===== src/rtl/ram32x3_arb_pkg.sv =====
// ram32x3_arb_pkg: shared widths, FSM state encoding and request record for the RAM arbiter
package ram32x3_arb_pkg;

    localparam int DEF_ADDR_W = 5;
    localparam int DEF_DATA_W = 3;

    typedef enum logic [1:0] {
        ARB     = 2'd0,
        WR_GAP  = 2'd1,
        RD_WAIT = 2'd2,
        CLEAR   = 2'd3
    } arb_state_t;

    typedef struct packed {
        logic                  we;
        logic [DEF_ADDR_W-1:0] addr;
        logic [DEF_DATA_W-1:0] wdata;
    } ram_req_t;

endpackage


===== src/rtl/ram32x3_access_arbiter_rr_pick2.sv =====
// rr_pick2: two-way round-robin picker; ptr is the index granted last, the other side wins a tie
module rr_pick2 (
    input  logic [1:0] req,
    input  logic       ptr,
    output logic [1:0] win,
    output logic       ptr_next
);

    assign win[0]   = req[0] & (~req[1] | ptr);
    assign win[1]   = req[1] & (~req[0] | ~ptr);
    assign ptr_next = win[1] | (ptr & ~win[0]);

endmodule


===== src/rtl/ram32x3_access_arbiter.sv =====
// ram32x3_access_arbiter: serializes two requesters onto one 32x3 RAM; RAM32X3_CLEAR_ON_RESET_EN adds a zeroing sweep after reset
module ram32x3_access_arbiter
    import ram32x3_arb_pkg::*;
#(
    parameter int ADDR_W = DEF_ADDR_W,
    parameter int DATA_W = DEF_DATA_W,
    parameter int RD_LAT = 1
) (
    input  logic              CLOCK_50,
    input  logic              Reset,
    input  logic              req0,
    input  logic              req1,
    input  logic              we0,
    input  logic              we1,
    input  logic [ADDR_W-1:0] addr0,
    input  logic [ADDR_W-1:0] addr1,
    input  logic [DATA_W-1:0] wdata0,
    input  logic [DATA_W-1:0] wdata1,
    output logic              gnt0,
    output logic              gnt1,
    output logic              rvalid0,
    output logic              rvalid1,
    output logic [DATA_W-1:0] rdata0,
    output logic [DATA_W-1:0] rdata1,
    output logic              busy,
    output logic              ram_wren,
    output logic [ADDR_W-1:0] ram_wraddress,
    output logic [DATA_W-1:0] ram_data,
    output logic [ADDR_W-1:0] ram_rdaddress,
    input  logic [DATA_W-1:0] ram_q
);

    arb_state_t        state, state_n;
    logic [1:0]        win;
    logic              ptr, ptr_n;
    logic [1:0]        cnt;
    logic              rd_sel;
    logic              grant, rd_done;
    logic              sel_we;
    logic [ADDR_W-1:0] sel_addr;
    logic [DATA_W-1:0] sel_wdata;
`ifdef RAM32X3_CLEAR_ON_RESET_EN
    logic [ADDR_W-1:0] clr_addr;
    localparam arb_state_t RST_STATE = CLEAR;
`else
    localparam arb_state_t RST_STATE = ARB;
`endif

    rr_pick2 u_pick (
        .req      ({req1, req0}),
        .ptr      (ptr),
        .win      (win),
        .ptr_next (ptr_n)
    );

    assign grant     = (state == ARB) && (|win);
    assign rd_done   = (state == RD_WAIT) && (cnt == 2'(RD_LAT));
    assign sel_we    = win[1] ? we1 : we0;
    assign sel_addr  = win[1] ? addr1 : addr0;
    assign sel_wdata = win[1] ? wdata1 : wdata0;

    // next state: a grant opens a write gap or a read wait, both fall back to ARB
    always_comb begin
        state_n = ARB;
        if (state == ARB)
            state_n = grant ? (sel_we ? WR_GAP : RD_WAIT) : ARB;
        else if (state == RD_WAIT)
            state_n = rd_done ? ARB : RD_WAIT;
`ifdef RAM32X3_CLEAR_ON_RESET_EN
        else if (state == CLEAR)
            state_n = (clr_addr == '1) ? ARB : CLEAR;
`endif
    end

    // registered outputs, RAM port drive and arbitration bookkeeping
    always_ff @(posedge CLOCK_50) begin
        if (Reset) begin
            state         <= RST_STATE;
            ptr           <= 1'b1;
            cnt           <= '0;
            rd_sel        <= 1'b0;
            gnt0          <= 1'b0;
            gnt1          <= 1'b0;
            rvalid0       <= 1'b0;
            rvalid1       <= 1'b0;
            rdata0        <= '0;
            rdata1        <= '0;
            busy          <= 1'b0;
            ram_wren      <= 1'b0;
            ram_wraddress <= '0;
            ram_data      <= '0;
            ram_rdaddress <= '0;
`ifdef RAM32X3_CLEAR_ON_RESET_EN
            clr_addr      <= '0;
`endif
        end else begin
            state    <= state_n;
            gnt0     <= grant && win[0];
            gnt1     <= grant && win[1];
            busy     <= (state_n != ARB) || (state == CLEAR);
            ram_wren <= (grant && sel_we) || (state == CLEAR);
            rvalid0  <= rd_done && !rd_sel;
            rvalid1  <= rd_done && rd_sel;
            cnt      <= (state == RD_WAIT) ? cnt + 2'd1 : '0;
            if (rd_done && !rd_sel)
                rdata0 <= ram_q;
            if (rd_done && rd_sel)
                rdata1 <= ram_q;
            if (grant) begin
                ptr    <= ptr_n;
                rd_sel <= win[1];
            end
            if (grant && sel_we) begin
                ram_wraddress <= sel_addr;
                ram_data      <= sel_wdata;
            end
            if (grant && !sel_we)
                ram_rdaddress <= sel_addr;
`ifdef RAM32X3_CLEAR_ON_RESET_EN
            if (state == CLEAR) begin
                ram_wraddress <= clr_addr;
                ram_data      <= '0;
                clr_addr      <= clr_addr + 1'b1;
            end
`endif
        end
    end

endmodule


===== config.mk =====
export PLATFORM = sky130hd
export DESIGN_NAME = ram32x3_access_arbiter
export DESIGN_NICKNAME = d
export VERILOG_FILES = /design/src/rtl/ram32x3_arb_pkg.sv /design/src/rtl/ram32x3_access_arbiter_rr_pick2.sv /design/src/rtl/ram32x3_access_arbiter.sv
export SDC_FILE = /design/constraint.sdc
export NUM_CORES = 1
export LEC_CHECK = 0
export CORE_AREA = 3 3 68 70
export CTS_BUF_LIST = sky130_fd_sc_hd__clkbuf_8 sky130_fd_sc_hd__clkbuf_16
export DETAILED_ROUTE_END_ITERATION = 12
export DIE_AREA = 0 0 71 73
export GPL_ROUTABILITY_DRIVEN = 0
export GPL_TIMING_DRIVEN = 0
export PLACE_DENSITY_LB_ADDON = 0.3
export SYNTH_ARGS = -nofsm -noshare
export SYNTH_HDL_FRONTEND = slang
export SYNTH_SLANG_ARGS = --single-unit

===== constraint.sdc =====
create_clock -name CLOCK_50 -period 2.3 [get_ports CLOCK_50]
set_input_delay 0.23 -clock CLOCK_50 [delete_from_list [all_inputs] [get_ports CLOCK_50]]
set_output_delay 0.23 -clock CLOCK_50 [all_outputs]
set_load 0.02 [all_outputs]

==> results of run 1 <==
## registers in the layout, summed over array words and instances, names as in the netlist
signal and cells:
busy 1, cnt 2, gnt0 1, gnt1 1
ptr 1, ram_data 3, ram_rdaddress 5, ram_wraddress 5
ram_wren 1, rd_sel 1, rdata0 3, rdata1 3
rvalid0 1, rvalid1 1, state 2
## power breakdown
group          internal (W)  total (W)  switching (W)
registers          0.000587   0.000621      0.0000338
clock network      0.000350   0.000562       0.000211
logic              0.000179   0.000363       0.000183
total               0.00112    0.00155       0.000429
## logic make-up after synthesis
family | share of synthesized area (%)
adder cells (fa/ha/maj) | 0.892
AO/OA/AOI/OAI | 21.1
buffers and inverters | 5.71
AND/OR/NAND/NOR | 23.7
flip-flops | 44.2
multiplexers | 4.28
## cell type report
| class | instances | area [um^2] |
|---|---|---|
| buffer | 9 | 42.5 |
| clock buffer | 6 | 82.6 |
| clock inverter | 2 | 35.0 |
| fill | 413 | 1970 |
| inverter | 10 | 37.5 |
| multi-input combinational | 100 | 702 |
| sequential | 31 | 621 |
| tap | 50 | 62.6 |
| timing repair buffer | 48 | 480 |
## layer usage
| layer | track usage (%) | part of all wire (%) | vias to the layer above |
|---|---|---|---|
| met3 | 5.23 | 4.7 | 4 |
| li1 | - | - | 643 |
| met1 | 19.4 | 49 | 597 |
| met2 | 21.7 | 45 | 27 |
| met5 | 0 | 0 | - |
| met4 | 5.64 | 1.5 | 0 |
## layout by cell type (no fill, tap or decap)
| cell | synthesis | routed |
|---|---|---|
| mux2i_1 | 6 | 6 |
| buf_4 | 1 | 1 |
| a21o_1 | 1 | 1 |
| o21ai_1 | 1 | 1 |
| nor2_1 | 16 | 16 |
| nor2_2 | 1 | 1 |
| a21oi_1 | 10 | 10 |
| a221o_1 | 1 | 1 |
| o22a_1 | 5 | 5 |
| o41ai_4 | 1 | 1 |
| buf_1 | 1 | 1 |
| inv_1 | 10 | 10 |
| ha_1 | 1 | 1 |
| a21boi_2 | 1 | 1 |
| nand3_1 | 1 | 1 |
| nor4_1 | 3 | 3 |
| buf_2 | 4 | 4 |
| bufinv_16 | 0 | 1 |
| nor3_2 | 1 | 1 |
| a22oi_1 | 1 | 1 |
| nand2_1 | 5 | 5 |
| nor2b_1 | 2 | 2 |
| dfxtp_1 | 31 | 31 |
| o21ai_0 | 1 | 1 |
| clkbuf_8 | 0 | 6 |
| nand2b_1 | 2 | 2 |
| nand4b_1 | 1 | 1 |
| nand3b_1 | 16 | 16 |
| clkinv_2 | 0 | 1 |
| a21bo_2 | 1 | 1 |
| a211oi_2 | 8 | 8 |
| o2bb2ai_1 | 1 | 1 |
| clkdlybuf4s50_1 | 0 | 48 |
| clkbuf_1 | 3 | 3 |
| nor3_1 | 12 | 12 |
| o21ba_2 | 1 | 1 |
## worst max-delay path, delay by kind of cell
kind / cells / cell delay (ns)
buffers and inverters: 2 / 0.81
AO/OA/AOI/OAI: 2 / 0.51
AND/OR/NAND/NOR: 2 / 0.34
## final timing paths
| path | startpoint | end | slack [ns] | depth (start not counted) |
|---|---|---|---|---|
| worst max-delay path | req1 | ram_rdaddress[4] | 0.65 | 6 |
| worst min-delay path | cnt[0] | cnt[0] | 0.43 | 1 |
| worst max register to register | ptr | ram_rdaddress[4] | 0.79 | 5 |
| worst min register to register | cnt[0] | cnt[0] | 0.43 | 1 |
## metrics by stage
stage | setup slack [ns] | hold slack [ns] | util, %
floorplan | 1.05 | 0.374 | -
global placement | 0.387 | 0.423 | 48.3
detailed placement | 0.380 | 0.420 | 48.3
CTS | 0.680 | 0.433 | 51.2
global route | 0.559 | 0.476 | 51.2
finish | 0.648 | 0.431 | 51.2
==> results.cfg, run 1 <==
[grt]
grt_pass1_vias = 1240
overflow = 0
grt_max_degree = 11
grt_antenna_before_repair = 0
grt_use_total_pct = 14.6
grt_pass1_wl_um = 5870

[yosys]
ys_seq_area_share_pct = 44.2
ys_top_cells_by_count = dfxtp_1, nand3b_1, nor2_1
synth_flop_cell = dfxtp_1
yosysMostFrequentCell = dfxtp_1
synthArstFlopShare_pct = 0
syn-instance-count = 150
yosys.area.top_type = dfxtp_1
synth_edf_count = 0
ys_ff_latch = 31
synth_top_area_share_pct = 44.2
ys_top_cells_by_area = dfxtp_1, nand3b_1, a211oi_2
synthesis.nets = 176
avgSynthCellArea_um2 = 9.35
synth_cell_type_count = 32
synth_area_um2 = 1400
yosys_warnings = 0

[floorplanning]
dieArea_um2 = 5180
core_area_um2 = 4030
num_rows = 23
die_x_um = 71
start_util_pct = 34.8
ioPinCount = 50
die-height_um = 73

[route]
wl_um = 3580
drt-pass1-iter-count = 4
via_per_inst = 4.96
drt_iter0_drc = 41
wire_per_inst_um = 14.0
ant_nets = 0
drc = 0
vias = 1271

[pwr]
ir_drop_mv = 0.457
powerDensity_nw_per_um2 = 749
p_leak_nw = 0.764
power_w = 0.00155

[critical_path]
cp_common_cell = nor3_1
crit_type = primary input to register
critPathMaxStageDelay_ns = 0.52
cp_slowest_cell = clkdlybuf4s50_1
cp_max_fo = 10
crit_path_start_kind = primary input
crit_arrival_ns = 1.89
crit_required_ns = 2.53
cp_cell_sequence = clkdlybuf4s50_1 > a21boi_2 > buf_2 > nor3_1 > nor3_1 > o22a_1
critPathCaptureType = register

[clock_network]
post_cts_buffers = 0
root_buffer = clkbuf_8
htree_levels = 2
cts.sinks = 31
ctsHoldBuffers = 0
post_cts_resized = 0
clk_path_buf_depth = 2
path_clk_slew_ns = 0.07
cts_tree = done
cts-buffers-inserted = 5
clkLatencyLatePin_ns = 0.28

[job]
maxCapViolCount = 0

[status]
status = finished clean

[final_layout]
antenna_cells = 0
layout.nets = 231
area_growth_pct = 47.1
fin_cells = 256
drive_above_1_share_pct = 13.1
fin_area_um2 = 2060

[sta]
setup_viol = 0
slew_viol_final = 0
grt_setup_unrepaired = no
tightest_slew_ns = 0.502
tns_ns = 0
fmax_mhz = 605
relSlewSlack_pct = 66.5
hold_viol_final = 0
finalCriticalPeriod_ns = 1.65
fin_skew_ns = 0.00118
timing.final.crit_share_pct = 71.8

[placed_design]
dpl.cell_count = 248
io_buffer_count = 48
place_area_um2 = 1950
hpwl_um = 2610

[min_path]
hold_class = register to register
Note: power is estimated with default switching activity, not from simulation.
==> inputs of run 2 (changes only) <==
- clock period: 2.3 -> 1.63 ns (I/O delays scaled with it)
==> results.cfg, run 2 (same netlist as run 1, synthesis figures left out) <==
[status]
status = finished clean

[pwr]
p_leak_nw = 0.772
ir_drop_mv = 0.644
switching_power_w = 0.000605
swShare_pct = 27.7
p_int_w = 0.00158
clkPwrFrac_pct = 36.3
p_seq_share_pct = 40.2
powerDensity_nw_per_um2 = 1050
power_frac_comb_pct = 23.5

[final_layout]
fin_cells = 256
fin_area_um2 = 2070
layout_commonest_cell = clkdlybuf4s50_1
drive_above_1_share_pct = 13.6
register_area_um2 = 621
multiInputGateArea_um2 = 709
area_growth_pct = 47.7
fin_util_pct = 51.4
final_cell_mix = clkdlybuf4s50_1, dfxtp_1, nor2_1, nand3b_1, nor3_1
layout.nets = 231
nFillCells = 412
antenna_cells = 0
reg.largest.list = ram_rdaddress x5, ram_wraddress x5

[grt]
grt_use_total_pct = 14.6
grt_pass1_vias = 1240
grt_pass1_wl_um = 5870
grt_max_degree = 11
overflow = 0
grt_antenna_before_repair = 0

[sta]
worst_slack_ns = 0.116
hold_viol_final = 0
relSlewSlack_pct = 70.4
setup_viol = 0
slew_viol_final = 0
timing.final.crit_share_pct = 92.9
fmax_mhz = 660
finalCriticalPeriod_ns = 1.51
tns_ns = 0
tightest_slew_ns = 0.444
grt_setup_unrepaired = no
fin_skew_ns = 0.00287

[placed_design]
io_buffer_count = 48
pre_cts_ws_ns = -0.223
dpl.cell_count = 248
place_area_um2 = 1950
hpwl_um = 2610

[critical_path]
critPathMaxStageDelay_ns = 0.54
crit_type = primary input to register
cp_common_cell = nor3_1
critPathCaptureType = register
crit_required_ns = 1.86
r2r-start = ptr
crit-reg2reg-capture = ram_rdaddress[3]
cp_max_fo = 10
cp_cell_sequence = clkdlybuf4s50_1 > a21boi_4 > buf_2 > nor3_1 > nor3_1 > o22a_1
reg2reg_depth = 5
r2r_slack_ns = 0.20
cp_slowest_cell = clkdlybuf4s50_1
crit_arrival_ns = 1.75
crit_path_start_kind = primary input

[min_path]
hold_class = register to register
min-delay-start = cnt[0]
hold_end = cnt[0]
whs_path_depth = 1

[clock_network]
root_buffer = clkbuf_8
htree_levels = 2
path_clk_slew_ns = 0.07
clkLatencyLatePin_ns = 0.28
cts-buffers-inserted = 5
cts_tree = done
clk_path_buf_depth = 2
cts.sinks = 31
ctsHoldBuffers = 0

[route]
wire_per_inst_um = 14.1
drc = 0
drt-pass1-iter-count = 4
wl_um = 3600
drt_iter0_drc = 42
via_per_inst = 5.00
ant_nets = 0
vias = 1281

[floorplanning]
ioPinCount = 50
num_rows = 23
start_util_pct = 34.8
dieArea_um2 = 5180
die-height_um = 73
die_x_um = 71
core_area_um2 = 4030

[job]
maxCapViolCount = 0
run 2: cell type report:
cell class,count,share of cell area [%]
multi-input combinational,100,34.2
tap,50,3.02
inverter,10,1.81
buffer,9,2.11
sequential,31,30.0
timing repair buffer,48,23.2
clock inverter,2,1.69
clock buffer,6,3.99
run 2: metal layers:
layer	up-vias	global-route usage (%)	share of wire, %
met2	41	21.7	46
met5	-	0	0
li1	639	-	-
met4	0	5.64	1.1
met1	597	19.4	45
met3	4	5.23	7.4
run 2: stage by stage:
step,hold WS (ns),power [W]
after floorplan,0.307,0.00117
after global placement,0.423,0.00140
after detailed placement,0.420,0.00140
after CTS,0.433,0.00220
after global routing,0.476,0.00228
final,0.437,0.00218
run 2: worst max-delay path by stage:
stage,from,end
floorplan,state[0],ram_data[0]
global placement,req1,ram_rdaddress[4]
detailed placement,req1,ram_rdaddress[4]
CTS,req1,ram_rdaddress[4]
global route,we0,ram_rdaddress[3]
finish,req1,ram_rdaddress[4]
run 2: worst max-delay path, delay by kind of cell:
kind                   cells  cell delay (ns)
and+or+nand+nor            2             0.33
AOI/OAI and AO/OA          2             0.46
buffers and inverters      2             0.80
run 2: repair_timing:
action | CTS | global route
gates resized for setup | 0 | 3
setup endpoints to repair | 0 | 8
setup buffers | 0 | 0
hold endpoints to repair | 0 | 0
run 2: power by group through the flow:
| stage | Combinational, W | Sequential [W] | Clock (W) |
|---|---|---|---|
| global placement | 0.000510 | 0.000892 | 0 |
| global route | 0.000553 | 0.000886 | 0.000840 |
| CTS | 0.000514 | 0.000876 | 0.000811 |
| finish | 0.000513 | 0.000877 | 0.000794 |
| detailed placement | 0.000512 | 0.000892 | 0 |
| floorplan | 0.000214 | 0.000959 | 0 |
==> inputs of run 3 (changes only) <==
==> constraint.sdc (replaced) <==
create_clock -name CLOCK_50 -period 1.9 [get_ports CLOCK_50]
set_input_delay 0.38 -clock CLOCK_50 [delete_from_list [all_inputs] [get_ports CLOCK_50]]
set_output_delay 0.38 -clock CLOCK_50 [all_outputs]
set_load 0.02 [all_outputs]
==> results of run 3 <==
The final DEF is identical to that of run 1. Status: finished clean.
Main changes from that run: setup slack after placement 0.380 ns -> -0.170 ns; setup slack after layout 0.648 ns -> 0.0980 ns; register-to-register setup slack 0.79 ns -> 0.39 ns; total power 0.00155 W -> 0.00187 W; worst IR drop on VDD 0.457 mV -> 0.553 mV
